--- src/rtl/axi4lite_pkg.sv ---
// Shared AXI4-Lite definitions used by the register slave and its bus models.
package axi4lite_pkg;

  // AXI response codes
  typedef enum logic [1:0] {
    OKAY   = 2'b00,
    EXOKAY = 2'b01,
    SLVERR = 2'b10,
    DECERR = 2'b11
  } resp_t;

endpackage

--- src/rtl/axi4lite_reg_slave_if.sv ---
// AXI4-Lite bus bundle between a master and the register slave.
interface axi4lite_reg_slave_if
  import axi4lite_pkg::*;
#(
  parameter int N = 4,
  parameter int A = 32
);
  logic [A-1:0]   AWADDR;
  logic [2:0]     AWPROT;
  logic           AWVALID;
  logic           AWREADY;
  logic [8*N-1:0] WDATA;
  logic [N-1:0]   WSTRB;
  logic           WVALID;
  logic           WREADY;
  resp_t          BRESP;
  logic           BVALID;
  logic           BREADY;
  logic [A-1:0]   ARADDR;
  logic [2:0]     ARPROT;
  logic           ARVALID;
  logic           ARREADY;
  logic [8*N-1:0] RDATA;
  resp_t          RRESP;
  logic           RVALID;
  logic           RREADY;

  modport master (
    output AWADDR, AWPROT, AWVALID, WDATA, WSTRB, WVALID, BREADY,
    output ARADDR, ARPROT, ARVALID, RREADY,
    input  AWREADY, WREADY, BRESP, BVALID, ARREADY, RDATA, RRESP, RVALID
  );

  modport slave (
    input  AWADDR, AWPROT, AWVALID, WDATA, WSTRB, WVALID, BREADY,
    input  ARADDR, ARPROT, ARVALID, RREADY,
    output AWREADY, WREADY, BRESP, BVALID, ARREADY, RDATA, RRESP, RVALID
  );
endinterface

--- src/rtl/axil_hold_reg.sv ---
// One-entry valid/ready capture register. o_full/o_data see an incoming beat
// in its accept cycle, so a consumer can use it with zero added latency.
module axil_hold_reg #(
  parameter int W = 8
) (
  input  logic         ACLK,
  input  logic         ARESETn,
  input  logic         i_valid,
  input  logic [W-1:0] i_data,
  input  logic         i_clr,
  output logic         o_ready,
  output logic         o_full,
  output logic [W-1:0] o_data
);
  logic         r_act;
  logic         r_full;
  logic [W-1:0] r_data;
  logic         w_take;

  // ready stays low until the first clock after reset release
  assign o_ready = r_act && !r_full;
  assign w_take  = i_valid && o_ready;
  assign o_full  = r_full || w_take;
  assign o_data  = r_full ? r_data : i_data;

  // hold state: cleared when consumed, otherwise filled on handshake
  always_ff @(posedge ACLK or negedge ARESETn) begin
    if (!ARESETn) begin
      r_act  <= 1'b0;
      r_full <= 1'b0;
      r_data <= {W{1'b0}};
    end else begin
      r_act <= 1'b1;
      if (i_clr) begin
        r_full <= 1'b0;
      end else if (w_take) begin
        r_full <= 1'b1;
        r_data <= i_data;
      end
    end
  end
endmodule

--- src/rtl/axi4lite_reg_slave.sv ---
// AXI4-Lite register file slave: R registers of N bytes, flat register
// outputs and a one-cycle write-commit pulse per register.
// Optional macro AXIL_REG_SLVERR_EN: out-of-range accesses answer SLVERR
// instead of OKAY.
module axi4lite_reg_slave
  import axi4lite_pkg::*;
#(
  parameter int             N      = 4,
  parameter int             A      = 32,
  parameter int             R      = 8,
  parameter logic [8*N-1:0] RSTVAL = {(8*N){1'b0}}
) (
  input  logic                 ACLK,
  input  logic                 ARESETn,
  axi4lite_reg_slave_if.slave  s_axi,
  output logic [R*8*N-1:0]     reg_o,
  output logic [R-1:0]         wr_pulse_o
);
  localparam int DW = 8 * N;
  localparam int SH = $clog2(N);

  logic [DW-1:0]   r_regs [R];
  logic [R-1:0]    r_wr_pulse;
  logic            r_bvalid;
  resp_t           r_bresp;
  logic            r_ar_act;
  logic            r_rvalid;
  logic [DW-1:0]   r_rdata;
  resp_t           r_rresp;

  logic            w_aw_full;
  logic            w_w_full;
  logic [A-1:0]    w_aw_addr;
  logic [DW+N-1:0] w_w_bundle;
  logic [DW-1:0]   w_wdata;
  logic [N-1:0]    w_wstrb;
  logic            w_commit;
  logic [A-1:0]    w_wr_idx;
  logic            w_wr_hit;
  logic            w_wr_en;
  logic            w_ar_ready;
  logic            w_ar_hs;
  logic [A-1:0]    w_rd_idx;
  logic            w_rd_hit;
  logic [DW-1:0]   w_rd_data;
  resp_t           w_bresp;
  resp_t           w_rresp;

  axil_hold_reg #(.W(A)) u_aw_hold (
    .ACLK    (ACLK),
    .ARESETn (ARESETn),
    .i_valid (s_axi.AWVALID),
    .i_data  (s_axi.AWADDR),
    .i_clr   (w_commit),
    .o_ready (s_axi.AWREADY),
    .o_full  (w_aw_full),
    .o_data  (w_aw_addr)
  );

  axil_hold_reg #(.W(DW + N)) u_w_hold (
    .ACLK    (ACLK),
    .ARESETn (ARESETn),
    .i_valid (s_axi.WVALID),
    .i_data  ({s_axi.WSTRB, s_axi.WDATA}),
    .i_clr   (w_commit),
    .o_ready (s_axi.WREADY),
    .o_full  (w_w_full),
    .o_data  (w_w_bundle)
  );

  assign w_wdata  = w_w_bundle[DW-1:0];
  assign w_wstrb  = w_w_bundle[DW+N-1:DW];
  // a write retires only when its response slot is free or draining now
  assign w_commit = w_aw_full && w_w_full && (!r_bvalid || s_axi.BREADY);
  assign w_wr_idx = w_aw_addr >> SH;
  assign w_wr_hit = (w_wr_idx < A'(R));
  assign w_wr_en  = w_commit && w_wr_hit;

  assign w_ar_ready = r_ar_act && (!r_rvalid || s_axi.RREADY);
  assign w_ar_hs    = s_axi.ARVALID && w_ar_ready;
  assign w_rd_idx   = s_axi.ARADDR >> SH;
  assign w_rd_hit   = (w_rd_idx < A'(R));

  // read mux; out-of-range addresses select nothing and return zero
  always_comb begin
    w_rd_data = {DW{1'b0}};
    for (int r = 0; r < R; r++) begin
      w_rd_data = w_rd_data |
                  ((w_rd_hit && (w_rd_idx == A'(r))) ? r_regs[r] : {DW{1'b0}});
    end
  end

  // response codes for the write commit and the read handshake
  always_comb begin
    w_bresp = OKAY;
    w_rresp = OKAY;
`ifdef AXIL_REG_SLVERR_EN
    if (!w_wr_hit) begin
      w_bresp = SLVERR;
    end else begin
      w_bresp = OKAY;
    end
    if (!w_rd_hit) begin
      w_rresp = SLVERR;
    end else begin
      w_rresp = OKAY;
    end
`endif
  end

  // register array byte-enable update and commit pulse
  always_ff @(posedge ACLK or negedge ARESETn) begin
    if (!ARESETn) begin
      for (int r = 0; r < R; r++) begin
        r_regs[r] <= RSTVAL;
      end
      r_wr_pulse <= {R{1'b0}};
    end else begin
      for (int r = 0; r < R; r++) begin
        r_wr_pulse[r] <= w_wr_en && (w_wr_idx == A'(r));
        for (int b = 0; b < N; b++) begin
          if (w_wr_en && (w_wr_idx == A'(r)) && w_wstrb[b]) begin
            r_regs[r][8*b +: 8] <= w_wdata[8*b +: 8];
          end
        end
      end
    end
  end

  // write response: raised by a commit, held until BREADY
  always_ff @(posedge ACLK or negedge ARESETn) begin
    if (!ARESETn) begin
      r_bvalid <= 1'b0;
      r_bresp  <= OKAY;
    end else if (w_commit) begin
      r_bvalid <= 1'b1;
      r_bresp  <= w_bresp;
    end else if (s_axi.BREADY) begin
      r_bvalid <= 1'b0;
    end
  end

  // read response: registered on AR handshake, held until RREADY
  always_ff @(posedge ACLK or negedge ARESETn) begin
    if (!ARESETn) begin
      r_ar_act <= 1'b0;
      r_rvalid <= 1'b0;
      r_rdata  <= {DW{1'b0}};
      r_rresp  <= OKAY;
    end else begin
      r_ar_act <= 1'b1;
      if (w_ar_hs) begin
        r_rvalid <= 1'b1;
        r_rdata  <= w_rd_data;
        r_rresp  <= w_rresp;
      end else if (s_axi.RREADY) begin
        r_rvalid <= 1'b0;
      end
    end
  end

  assign s_axi.BVALID  = r_bvalid;
  assign s_axi.BRESP   = r_bresp;
  assign s_axi.ARREADY = w_ar_ready;
  assign s_axi.RVALID  = r_rvalid;
  assign s_axi.RDATA   = r_rdata;
  assign s_axi.RRESP   = r_rresp;
  assign wr_pulse_o    = r_wr_pulse;

  for (genvar g = 0; g < R; g++) begin : g_reg_out
    assign reg_o[g*DW +: DW] = r_regs[g];
  end
endmodule

--- src/flat_wrapper.sv ---
// flat-port wrapper written by rule: the top's interface ports become plain ports
module axi4lite_reg_slave_flat import axi4lite_pkg::*;
#(
  parameter int             N      = 4,
  parameter int             A      = 32,
  parameter int             R      = 8,
  parameter logic [8*N-1:0] RSTVAL = {(8*N){1'b0}}
)
  (ACLK, ARESETn, reg_o, wr_pulse_o, s_axi_AWADDR, s_axi_AWPROT, s_axi_AWVALID, s_axi_WDATA, s_axi_WSTRB, s_axi_WVALID, s_axi_BREADY, s_axi_ARADDR, s_axi_ARPROT, s_axi_ARVALID, s_axi_RREADY, s_axi_AWREADY, s_axi_WREADY, s_axi_BRESP, s_axi_BVALID, s_axi_ARREADY, s_axi_RDATA, s_axi_RRESP, s_axi_RVALID);
  axi4lite_reg_slave_if #(.N(N), .A(A)) s_axi_i ();
  input  logic ACLK;
  input  logic ARESETn;
  output logic [R*8*N-1:0] reg_o;
  output logic [R-1:0] wr_pulse_o;
  input wire logic [$bits(s_axi_i.AWADDR)-1:0] s_axi_AWADDR;
  input wire logic [$bits(s_axi_i.AWPROT)-1:0] s_axi_AWPROT;
  input wire logic [$bits(s_axi_i.AWVALID)-1:0] s_axi_AWVALID;
  input wire logic [$bits(s_axi_i.WDATA)-1:0] s_axi_WDATA;
  input wire logic [$bits(s_axi_i.WSTRB)-1:0] s_axi_WSTRB;
  input wire logic [$bits(s_axi_i.WVALID)-1:0] s_axi_WVALID;
  input wire logic [$bits(s_axi_i.BREADY)-1:0] s_axi_BREADY;
  input wire logic [$bits(s_axi_i.ARADDR)-1:0] s_axi_ARADDR;
  input wire logic [$bits(s_axi_i.ARPROT)-1:0] s_axi_ARPROT;
  input wire logic [$bits(s_axi_i.ARVALID)-1:0] s_axi_ARVALID;
  input wire logic [$bits(s_axi_i.RREADY)-1:0] s_axi_RREADY;
  output wire logic [$bits(s_axi_i.AWREADY)-1:0] s_axi_AWREADY;
  output wire logic [$bits(s_axi_i.WREADY)-1:0] s_axi_WREADY;
  output wire logic [$bits(s_axi_i.BRESP)-1:0] s_axi_BRESP;
  output wire logic [$bits(s_axi_i.BVALID)-1:0] s_axi_BVALID;
  output wire logic [$bits(s_axi_i.ARREADY)-1:0] s_axi_ARREADY;
  output wire logic [$bits(s_axi_i.RDATA)-1:0] s_axi_RDATA;
  output wire logic [$bits(s_axi_i.RRESP)-1:0] s_axi_RRESP;
  output wire logic [$bits(s_axi_i.RVALID)-1:0] s_axi_RVALID;
  assign s_axi_i.AWADDR = s_axi_AWADDR;
  assign s_axi_i.AWPROT = s_axi_AWPROT;
  assign s_axi_i.AWVALID = s_axi_AWVALID;
  assign s_axi_i.WDATA = s_axi_WDATA;
  assign s_axi_i.WSTRB = s_axi_WSTRB;
  assign s_axi_i.WVALID = s_axi_WVALID;
  assign s_axi_i.BREADY = s_axi_BREADY;
  assign s_axi_i.ARADDR = s_axi_ARADDR;
  assign s_axi_i.ARPROT = s_axi_ARPROT;
  assign s_axi_i.ARVALID = s_axi_ARVALID;
  assign s_axi_i.RREADY = s_axi_RREADY;
  assign s_axi_AWREADY = s_axi_i.AWREADY;
  assign s_axi_WREADY = s_axi_i.WREADY;
  assign s_axi_BRESP = s_axi_i.BRESP;
  assign s_axi_BVALID = s_axi_i.BVALID;
  assign s_axi_ARREADY = s_axi_i.ARREADY;
  assign s_axi_RDATA = s_axi_i.RDATA;
  assign s_axi_RRESP = s_axi_i.RRESP;
  assign s_axi_RVALID = s_axi_i.RVALID;
  axi4lite_reg_slave #(.N(N), .A(A), .R(R), .RSTVAL(RSTVAL)) u_core (.ACLK(ACLK), .ARESETn(ARESETn), .s_axi(s_axi_i), .reg_o(reg_o), .wr_pulse_o(wr_pulse_o));
endmodule
--- config.mk ---
export PLATFORM = sky130hd
export DESIGN_NAME = axi4lite_reg_slave_flat
export DESIGN_NICKNAME = d
export VERILOG_FILES = /design/src/rtl/axi4lite_pkg.sv /design/src/rtl/axi4lite_reg_slave_if.sv /design/src/rtl/axil_hold_reg.sv /design/src/rtl/axi4lite_reg_slave.sv /design/src/flat_wrapper.sv
export SDC_FILE = /design/constraint.sdc
export NUM_CORES = 1
export LEC_CHECK = 0
export CAP_MARGIN = 20
export CORE_MARGIN = 3
export CORE_UTILIZATION = 45
export DETAILED_ROUTE_END_ITERATION = 8
export GPL_TIMING_DRIVEN = 0
export PLACE_DENSITY = 0.8
export SLEW_MARGIN = 20
export SYNTH_ARGS = -nofsm -noshare
export SYNTH_HDL_FRONTEND = slang
export SYNTH_SLANG_ARGS = --single-unit
--- constraint.sdc ---
create_clock -name ACLK -period 3.97 [get_ports ACLK]
set_input_delay 0.5955 -clock ACLK [delete_from_list [all_inputs] [get_ports ACLK]]
set_output_delay 0.5955 -clock ACLK [all_outputs]
set_load 0.05 [all_outputs]
Word-level counts from Yosys, hierarchy flattened
Cells that the tools add are included.
- bitwise gates (word level): 8
- mux-type cells: 18
- equality and inequality tests: 14
- reduce and logical (&&, ||, !) cells: 73
- magnitude comparators: 2
- operators by type and width (cell ; number):
    $mux 32 ; 9
    $eq 30x3->1 const B ; 8
    $or 32x32->32 ; 7
    $eq 30x2->1 const B ; 4
    $logic_not 32->1 ; 2
    $eq 30x1->1 const B ; 2
    $lt 30x4->1 const B ; 2
    $logic_and 1x1->1 ; 57
    $mux 36 ; 1
    $mux 1 ; 8
    $reduce_bool 2->1 ; 4
    $logic_not 1->1 ; 4
    $logic_or 1x1->1 ; 4
    $reduce_and 2->1 ; 2
    $not 1->1 ; 1
- flip-flop bits (word level): 369
- output and inout port bits: 305

Logic depth before layout (Yosys ltp)
Gate-level depths: netlist of run 1.
- depth in word-level cells: 10
- mapped depth: 8
- mapped depth without buffers: 5

Modules after synthesis
From an unflattened synthesis of run 1, not the netlist that was laid out.
- cells, all modules: 1245
- area, all modules: 17260.3 sq um
- modules (own cells, without submodules) (module ; times used ; cells each ; seq. area each (sq um) ; area an instance (sq um)):
    axi4lite_reg_slave ; 1 ; 1011 ; 7482.2 ; 13454.2
    axil_hold_reg (u_core.u_w_hold) ; 1 ; 123 ; 950.9 ; 1975.6
    axil_hold_reg (u_core.u_aw_hold) ; 1 ; 111 ; 850.8 ; 1830.5

Least setup slack after synthesis of run 1
Ideal clock, no wire load.
- kind: in2reg
- start point: input s_axi_AWADDR[13]
- end point: register u_core.r_regs, in the netlist u_core.reg_o[160]
- arrival: 2.432 ns
- slack: 1.413 ns
- library setup time: 0.125 ns
- cell stages on the path: 7
- path through: nor4_1 -> nand2_1 -> or3_1 -> buf_2 -> buf_4 -> a211oi_4 -> mux2_2
- cells in the longest elaborated chain, start to end: 5
- ends and longest elaborated chain (element ; line ; text):
    start: declaration ; flat_wrapper.sv:15 ; input wire logic [$bits(s_axi_i.AWADDR)-1:0] s_axi_AWADDR;
    $mux 32 (*) ; axil_hold_reg.sv:24 ; assign o_data = r_full ? r_data : i_data;
    $lt 30x4->1 ; axi4lite_reg_slave.sv:76 ; assign w_wr_hit = (w_wr_idx < A'(R));
    $logic_and 1x1->1 ; axi4lite_reg_slave.sv:77 ; assign w_wr_en = w_commit && w_wr_hit;
    $logic_and 1x1->1 (*) (2 in series) ; axi4lite_reg_slave.sv:122 ; if (w_wr_en && (w_wr_idx == A'(r)) && w_wstrb[b]) begin
    end signal: indexed assignment ; axi4lite_reg_slave.sv:123 ; r_regs[r][8*b +: 8] <= w_wdata[8*b +: 8];
    end: declaration ; axi4lite_reg_slave.sv:22 ; logic [DW-1:0] r_regs [R];
Mark *: on every way between the ends. The rest lies on a longest branch, timed or not.
A chain may end at the register's enable or synchronous reset.

Worst setup path after layout of run 1
- start point: input s_axi_ARADDR[5]
- end point: register u_core.r_rdata[22], in the netlist u_core.s_axi.RDATA[22]
- cells in the longest elaborated chain, start to end: 10
- ends and longest elaborated chain (element ; line ; text):
    start: declaration ; flat_wrapper.sv:22 ; input wire logic [$bits(s_axi_i.ARADDR)-1:0] s_axi_ARADDR;
    $lt 30x4->1, or another cell as far along ; axi4lite_reg_slave.sv:82 ; assign w_rd_hit = (w_rd_idx < A'(R));
    $logic_and 1x1->1 ; axi4lite_reg_slave.sv:89 ; ((w_rd_hit && (w_rd_idx == A'(r))) ? r_regs[r] : {DW{1'b0}});
    $mux 32 ; axi4lite_reg_slave.sv:89 ;
    $or 32x32->32 (6 in series) ; axi4lite_reg_slave.sv:88 ; w_rd_data = w_rd_data |
    $or 32x32->32 (*) ; axi4lite_reg_slave.sv:88 ;
    end signal: assignment ; axi4lite_reg_slave.sv:148 ; r_rdata <= {DW{1'b0}};
    end signal: assignment ; axi4lite_reg_slave.sv:154 ; r_rdata <= w_rd_data;
    end: declaration ; axi4lite_reg_slave.sv:28 ; logic [DW-1:0] r_rdata;
Marked as above.

==> results_dict.tcl, run 1 <==
set metrics [dict create \
    status "complete, no violations" \
    reg2reg_slack_ns 0.96 \
    htreeDepth 2 \
    vias 13235 \
    wirelength_mm 62.86 \
    clock_sinks 367 \
    dieWidth_um 199.7 \
    ios 418 \
    cp-start-kind "input pin" \
    portBuffers 402 \
    hold_viol_final 0 \
    detail-route-antenna-nets 0 \
    arrival_ns 4.26 \
    clk_latency_ns 0.55 \
    synth_warnings 0 \
    fill_cells 2856 \
    final-setup-viol-count 0 \
    via_per_inst 6.032 \
    first_pass_iters 5 \
    syn-cell-area_mm2 0.01688 \
    rsz0062_at_grt "false" \
    fin_crit_ns 3.780 \
    cts_hold_buf 0 \
    gp_congestion 0.8579 \
    ys_seq_area_share_pct 54.39 \
    dieArea_mm2 0.03988 \
    final_common_cell "clkdlybuf4s50_1" \
    cp.required_ns 4.45 \
    grt_pass1_wl_mm 90.05 \
    clockBufferDepth 3 \
    setup_tns_ns 0 \
    rows 70 \
    cts_made_buffers 39 \
    drtIter0Drc 886 \
    worst_setup_path_end_kind "flip-flop" \
    maxCapViolCount 0 \
    period_share_pct 95.22 \
    powerDensity_mw_per_mm2 429.2 \
    die_y_um 199.7 \
    cts_tree "yes" \
    nets 1810 \
    hpwl_mm 45.13 \
    grt_antenna_before_repair 2 \
    path_max_fanout 10 \
    wl_per_cell_um 28.65 \
    grt_pass1_vias 13709 \
    hold_class "input pin to async pin" \
    tightest_slew_ns 1.159 \
    leakage_nw 10.09 \
    grt_usage_pct 30.89 \
    max_freq_mhz 264.5 \
    final_core_util_pct 62.56 \
    whs_ns 0.02381 \
    avgSynthCellArea_um2 13.59 \
    total_power_mw 9.877 \
    pre_cts_slack_ns -0.5352 \
    start_util_pct 45.90 \
    grt_overflow 0 \
    grt_max_degree 102 \
    critPathKind "input pin to flip-flop" \
    peakVddDrop_uv 291.7 \
    drive_above_1_share_pct 28.74 \
    synth.ff_latch_count 367 \
    relSlewSlack_pct 22.73 \
    syn_inst 1242 \
    drc 0 \
    cts.clk_slew.worst_paths_ns 0.06 \
    layout_common_cells "clkdlybuf4s50_1 (401), dfrtp_1 (367), mux2_2 (355), mux2i_1 (67), nor2_1 (58)" \
    insertedDiodeCount 0 \
    syn_to_final_growth_pct 36.31 \
    yosysUniqueCellTypes 49 \
    slew_viol_final 0 \
    fin_skew_ns 0.01711 \
    cts-root-buf "clkbuf_16" \
    core_mm2 0.03679 \
    fin_ws_ns 0.1899 \
]
[cells in the mapped netlist (all sizes together)]
master   instances  area share (%)
dfrtp          367              54
mux2           356              24
mux2i           67             4.0
nor2            58             1.3
a22o            45             2.3
nand2           42            0.93
clkbuf          35            0.78
buf             29            0.96
a211oi          24             2.8
a22oi           24             1.1
a21oi           21            0.62
o21ai           21            0.62
o211ai          19            0.84
nor4            18            0.67
and3            15            0.56
or3             10            0.37
nor3             9            0.27
o2111ai          8            0.42
nand2b           7            0.26
nand3            7            0.21
nor4b            6            0.31
o22ai            6            0.22
o32ai            6            0.40
nor2b            5            0.19
inv              4           0.089
o22a             4            0.21
a21o             3            0.13
a221oi           3            0.16
and2             3            0.11
mux4             3            0.40
o221ai           3            0.16
a31oi            2           0.074
conb             2           0.044
nand4            2           0.074
or4              2           0.089
and4b            1           0.059
nand3b           1           0.044
nor3b            1           0.044
o21a             1           0.044
or2              1           0.037
or3b             1           0.052
[routing by layer]
metal | global-route usage (%) | wire length [µm] | vias up | share of wire (%)
met5 | 0 | 27 | - | 0.043
met4 | 13.88 | 3055 | 4 | 4.9
met3 | 7.537 | 5597 | 176 | 8.9
met2 | 49.98 | 29320 | 728 | 47
met1 | 39.70 | 24860 | 6762 | 40
li1 | - | - | 5565 | -
[report_power, final]
part	leakage (nW)	switching [mW]	internal, mW
sequential	4.98	0.189	4.10
combinational	4.47	1.20	0.776
clock	0.632	1.57	2.04
total	10.1	2.96	6.92
[path summary, 6_finish.rpt]
kind / startpoint / end / cells past startpoint
setup / recovery: s_axi_ARADDR[5] / u_core.s_axi.RDATA[22] / 8
hold reg to reg: u_core.u_w_hold.r_data[3] / u_core.u_w_hold.r_data[3] / 1
hold / removal: ARESETn / u_core.reg_o[162] / 1
max in group asynchronous: ARESETn / u_core.reg_o[185] / 3
setup reg to reg: u_core.u_aw_hold.r_full / u_core.reg_o[255] / 5
min in group ACLK: u_core.u_w_hold.r_data[3] / u_core.u_w_hold.r_data[3] / 1
[flip-flops by register name, indices dropped and copies added (netlist names)]
register	cells
u_core.reg_o	256
u_core.u_w_hold.r_data	36
u_core.s_axi.RDATA	32
u_core.u_aw_hold.r_data	30
u_core.wr_pulse_o	8
u_core.r_ar_act	1
u_core.s_axi.BVALID	1
u_core.s_axi.RVALID	1
u_core.u_aw_hold.r_full	1
u_core.u_w_hold.r_full	1
[metrics by stage]
stage                     cell area (µm²)  instances
after floorplan                     16900       1245
after global placement              21500       2115
after detailed placement            21740       2124
after CTS                           23010       2194
after global routing                23010       2194
final                               23010       2194
[area by class of cell]
| class | count | area (µm²) | area share [%] |
|---|---|---|---|
| flip-flops and latches | 367 | 9184 | 39.90 |
| plain buffers | 64 | 304.0 | 1.321 |
| repair buffers | 411 | 4172 | 18.13 |
| inverters | 4 | 15.01 | 0.06524 |
| well taps | 468 | 585.6 | 2.544 |
| clock inverters | 17 | 116.4 | 0.5056 |
| multi-input cells | 810 | 7488 | 32.54 |
| clock buffers | 53 | 1150 | 4.996 |
[kinds of logic (layout without fill, tap and decap cells)]
logic type	after synthesis	after routing	share of synthesized area [%]
buf+inv	68	549	1.830
other cells	2	5	0.04448
mux	426	426	28.12
flops	367	367	54.39
compound gates	190	190	10.06
simple gates	189	189	5.558
[worst max-delay path, stage by stage]
cell             delay (ns)
clkdlybuf4s50_1        0.49
or3_1                  0.57
nor2_1                 0.54
clkbuf_1               0.73
clkbuf_1               0.77
a22oi_1                0.15
o211ai_1               0.21
a22o_1                 0.18
[repair_timing]
item                       in CTS  in global routing
setup buffers                   0                  0
setup endpoints to repair       0                  2
resized for setup               0                  5
Note: power is estimated with default switching activity, not from simulation.
==> inputs of run 2 (changes only) <==
Settings changed: CAP_MARGIN 20 to not set, CORE_ASPECT_RATIO set to 0.7.
==> run 2 against run 1 <==
Compared with the run above:
- final area up 0.22%
- first-iteration DRC count up 28%
- routed wire length about the same
- die area about the same
- clock power up 3%
- non-clock buffer count down 1
- flip-flop and latch count unchanged
- worst setup slack worse by 0.10 ns
- core utilization up 0.75 points
- combinational power about the same
==> results_dict.tcl, run 2 (same netlist as run 1, synthesis figures left out) <==
set metrics [dict create \
    status "complete, no violations" \
    core_mm2 0.03643 \
    fin_crit_ns 3.880 \
    r2r-end "u_core.reg_o[138]" \
    final_core_util_pct 63.32 \
    maxCapViolCount 0 \
    clockBufferDepth 3 \
    nets 1809 \
    rsz0062_at_grt "false" \
    detail-route-antenna-nets 0 \
    final_area_mm2 0.02307 \
    vias 13235 \
    layout_common_cells "clkdlybuf4s50_1 (401), dfrtp_1 (367), mux2_2 (355), mux2i_1 (67), nor2_1 (58)" \
    hold_class "input pin to async pin" \
    clock_sinks 367 \
    grt_usage_pct 30.82 \
    start_util_pct 46.35 \
    cts_made_buffers 39 \
    cp.required_ns 4.46 \
    leakage_nw 10.07 \
    total_power_mw 10.02 \
    drc 0 \
    critPathMostFrequentCell "clkbuf_1" \
    first_pass_iters 5 \
    place_inst 2135 \
    grt_pass1_wl_mm 90.54 \
    syn_to_final_growth_pct 36.62 \
    hpwl_mm 45.28 \
    htreeDepth 2 \
    arrival_ns 4.37 \
    grt_antenna_before_repair 7 \
    period_share_pct 97.73 \
    cts_resized 0 \
    wirelength_mm 62.81 \
    startpoint "s_axi_ARADDR[5]" \
    powerDensity_mw_per_mm2 434.6 \
    cts_hold_buf 0 \
    cts_setup_buffers 0 \
    r2r-start "u_core.u_aw_hold.r_full" \
    final_cells 2211 \
    cts_tree "yes" \
    grt_pass1_vias 13527 \
    path_max_fanout 10 \
    path_cells "clkdlybuf4s50_1 -> or3_1 -> nor2_1 -> clkbuf_1 -> clkbuf_1 -> a22oi_1 -> o211ai_1 -> a22o_1" \
    slowest_stage "clkbuf_1" \
    slew_viol_final 0 \
    peakVddDrop_uv 348.1 \
    dieArea_mm2 0.03992 \
    final_common_cell "clkdlybuf4s50_1" \
    ios 418 \
    reg2reg_depth 6 \
    final-setup-viol-count 0 \
    grt_max_degree 102 \
    critPathKind "input pin to flip-flop" \
    tightest_slew_ns 1.224 \
    clk_latency_ns 0.55 \
    place_area_mm2 0.02175 \
    worst_setup_path_end_kind "flip-flop" \
    relSlewSlack_pct 18.40 \
    cts-root-buf "clkbuf_16" \
    drtIter0Drc 1134 \
    grt_overflow 0 \
    via_per_inst 5.986 \
    largest_reg_flops 256 \
    worstSetupEndpoint "u_core.s_axi.RDATA[24]" \
    cts.clk_slew.worst_paths_ns 0.06 \
    rows 58 \
    max_freq_mhz 257.7 \
    reg2reg_slack_ns 0.84 \
    gp_congestion 0.8640 \
    drive_above_1_share_pct 28.00 \
    wl_per_cell_um 28.41 \
    hold_viol_final 0 \
    fin_skew_ns 0.02978 \
    die_y_um 168.1 \
    max_stage_delay_ns 0.82 \
    portBuffers 402 \
    dieWidth_um 237.5 \
    cp-start-kind "input pin" \
]
run 2: cell types whose count changed in the layout (fill, tap and decap cells not counted), sizes merged:
cell           delta
clkinv            -9
clkbuf            +8
clkdlybuf4s15     -1
diode             +6
buf               -1
clkinvlp          -1
bufinv            +3
run 2: metrics by stage:
| stage | hold slack (ns) | setup TNS [ns] | setup slack [ns] |
|---|---|---|---|
| floorplan | 0.2999 | 0 | 1.413 |
| global placement | 0.4802 | -4893.17 | -13.36 |
| detailed placement | 0.4878 | -3.334 | -0.3315 |
| CTS | 0.06112 | 0 | 0.2521 |
| global route | 0.08839 | 0 | 0.08851 |
| finish | 0.04966 | 0 | 0.09013 |
run 2: how the worst min path moves through the flow:
stage / startpoint / endpoint / slack (ns) / cells after the start
2_1_floorplan: ARESETn / u_core.r_ar_act / 0.30 / 0
3_3_place_gp: u_core.u_aw_hold.r_data[25] / u_core.u_aw_hold.r_data[25] / 0.48 / 1
3_5_place_dp: u_core.u_w_hold.r_data[24] / u_core.u_w_hold.r_data[24] / 0.49 / 1
4_1_cts: ARESETn / u_core.reg_o[189] / 0.06 / 1
5_1_grt: ARESETn / u_core.reg_o[189] / 0.09 / 1
6_report: ARESETn / u_core.reg_o[189] / 0.05 / 1
run 2: layer usage:
metal / GRT usage (%) / part of all wire, %
met3: 9.252 / 9.5
met2: 48.86 / 46
met5: 0 / 0.014
met1: 40.16 / 40
met4: 11.79 / 4.3
run 2: cell type report:
cell class | count | area, µm²
fillers | 2750 | 13360
flip-flops and latches | 367 | 9184
multi-input cells | 810 | 7496
repair buffers | 410 | 4172
clock buffers | 60 | 1146
well taps | 480 | 600.6
plain buffers | 64 | 295.3
clock inverters | 10 | 142.6
inverters | 4 | 15.01
diodes | 6 | 15.01
run 2: report_power, final:
part	internal (mW)	switching, mW	leakage [nW]
clock	2.19	1.53	0.628
sequential	4.10	0.196	4.98
combinational	0.776	1.23	4.46
total	7.07	2.96	10.1
run 2: worst max-delay path, delay by kind of cell:
family | cells | cell delay [ns]
AOI/OAI and AO/OA | 3 | 0.53
buffers and inverters | 3 | 2.09
and+or+nand+nor | 2 | 1.13
==> inputs of run 3 (changes only) <==
Settings changed: CELL_PAD_IN_SITES_DETAIL_PLACEMENT set to 2, CELL_PAD_IN_SITES_GLOBAL_PLACEMENT set to 2, CORE_UTILIZATION 45 to 36, PLACE_DENSITY 0.8 to 0.92.
==> run 3 against run 2 <==
Compared with the run above:
- final cell count is 5.7% higher
- core utilization is 12 points lower
- global-route usage is 1.3 points higher
- sequential power hardly changed
- flip-flop and latch count stayed put
==> results_dict.tcl, run 3 (same netlist as run 1, synthesis figures left out) <==
set metrics [dict create \
    fin_skew_ns 0.02932 \
    reg2reg_depth 6 \
    tightest_slew_ns 1.166 \
    status "complete, no violations" \
    final_cells 2338 \
    die_y_um 187.2 \
    hold_path_depth 1 \
    slew_viol_final 0 \
    rsz0062_at_grt "false" \
    place_inst 2259 \
    reg2reg_slack_ns 0.62 \
    period_share_pct 99.55 \
    via_per_inst 5.873 \
    cts_made_buffers 41 \
    critPathMostFrequentCell "clkbuf_1" \
    path_cells "clkdlybuf4s50_1 -> clkbuf_1 -> nand2b_1 -> clkbuf_1 -> clkbuf_2 -> clkbuf_1 -> o211ai_1 -> a22o_1" \
    fin_crit_ns 3.952 \
    r2r-start "u_core.u_aw_hold.r_full" \
    drc 0 \
    portBuffers 402 \
    gp_congestion 0.8661 \
    clockBufferDepth 3 \
    syn_to_final_growth_pct 38.02 \
    peakVddDrop_uv 253.9 \
    final_common_cell "clkdlybuf4s50_1" \
    critPathKind "input pin to flip-flop" \
    grt_overflow 0 \
    dieWidth_um 264.8 \
    grt_usage_pct 32.12 \
    min_from "u_core.u_aw_hold.r_data[25]" \
    final-setup-viol-count 0 \
    layout_common_cells "clkdlybuf4s50_1 (401), dfrtp_1 (367), mux2_2 (355), mux2i_1 (67), nor2_1 (58)" \
    fill_cells 4291 \
    hold_viol_final 0 \
    dieArea_mm2 0.04958 \
    total_power_mw 10.42 \
    r2r-end "u_core.reg_o[230]" \
    pre_cts_slack_ns -0.6681 \
    nets 1813 \
    cts-root-buf "clkbuf_16" \
    detail-route-antenna-nets 0 \
    grt_pass1_vias 15634 \
    cts.clk_slew.worst_paths_ns 0.06 \
    arrival_ns 4.39 \
    path_max_fanout 10 \
    max_freq_mhz 253.0 \
    drtIter0Drc 922 \
    cp-start-kind "input pin" \
    maxCapViolCount 0 \
    final_area_mm2 0.02330 \
    clk_latency_ns 0.56 \
    ios 418 \
    cp.required_ns 4.40 \
    leakage_nw 10.13 \
    vias 13732 \
    cts_setup_buffers 0 \
    drive_above_1_share_pct 28.46 \
    powerDensity_mw_per_mm2 447.0 \
    largest_reg_flops 256 \
    wirelength_mm 80.95 \
    grt_max_degree 97 \
    start_util_pct 36.94 \
    hpwl_mm 57.48 \
    relSlewSlack_pct 22.28 \
    cts_tree "yes" \
    grt_pass1_wl_mm 116.1 \
    wl_per_cell_um 34.62 \
    max_stage_delay_ns 0.76 \
    multi_input_area_mm2 0.007496 \
    first_pass_iters 5 \
    slowest_stage "clkbuf_1" \
    core_mm2 0.04571 \
    fin_ws_ns 0.01784 \
    grt_antenna_before_repair 4 \
    ff_latch_area_mm2 0.009184 \
    clock_sinks 367 \
    hold_class "flip-flop to flip-flop" \
    hold_path_end "u_core.u_aw_hold.r_data[25]" \
    place_area_mm2 0.02193 \
    htreeDepth 2 \
    rows 65 \
    worst_setup_path_end_kind "flip-flop" \
]
==> run 3: worst max-delay path by stage <==
stage	from	to	slack, ns	cells after the start
CTS	s_axi_ARADDR[5]	u_core.s_axi.RDATA[30]	0.16	8
detailed placement	s_axi_ARADDR[5]	u_core.s_axi.RDATA[30]	-0.67	8
finish	s_axi_ARADDR[5]	u_core.s_axi.RDATA[30]	0.02	8
global route	s_axi_ARADDR[5]	u_core.s_axi.RDATA[30]	0.04	8
global placement	ARESETn	u_core.reg_o[178]	-13.65	1
floorplan	s_axi_AWADDR[13]	u_core.reg_o[160]	1.41	7
==> run 3: power by group <==
| part | leakage, nW | internal (mW) | switching, mW |
|---|---|---|---|
| sequential | 4.98 | 4.10 | 0.223 |
| combinational | 4.49 | 0.783 | 1.38 |
| clock | 0.661 | 2.28 | 1.65 |
==> run 3: cell type report <==
cell class	instances	area share, %
clock inverters	13	0.6282
diodes	3	0.03221
inverters	4	0.06443
repair buffers	412	18.03
multi-input cells	810	32.17
plain buffers	64	1.294
clock buffers	62	5.138
well taps	603	3.238
flip-flops and latches	367	39.41
==> run 3: metrics by stage <==
stage	setup TNS, ns	hold WS (ns)	util, %
finish	0	0.5020	50.99
global route	0	0.5077	50.99
CTS	0	0.5036	50.95
detailed placement	-7.782	0.4906	47.99
global placement	-5001.12	0.4801	47.42
floorplan	0	0.2999	-
==> run 3: layer usage <==
layer,vias to the layer above,part of all wire (%),wire length (µm),track usage (%)
met5,-,0,0,0
met4,0,4.4,3537,13.71
met3,194,7.5,6054,8.534
met1,7362,39,31710,38.89
met2,636,49,39640,54.24
li1,5540,-,-,-
==> run 3: critical path: cells and delay by family <==
| family | cells | cell delay, ns |
|---|---|---|
| AOI/OAI and AO/OA | 2 | 0.51 |
| buffers and inverters | 5 | 3.06 |
| and+or+nand+nor | 1 | 0.20 |
==> run 3: repair_timing <==
action | in CTS | in global routing
endpoints found under the hold margin | 53 | 0
endpoints found under the setup margin | 10 | 0
hold buffers | 1 | 0
gates resized for setup | 2 | 0
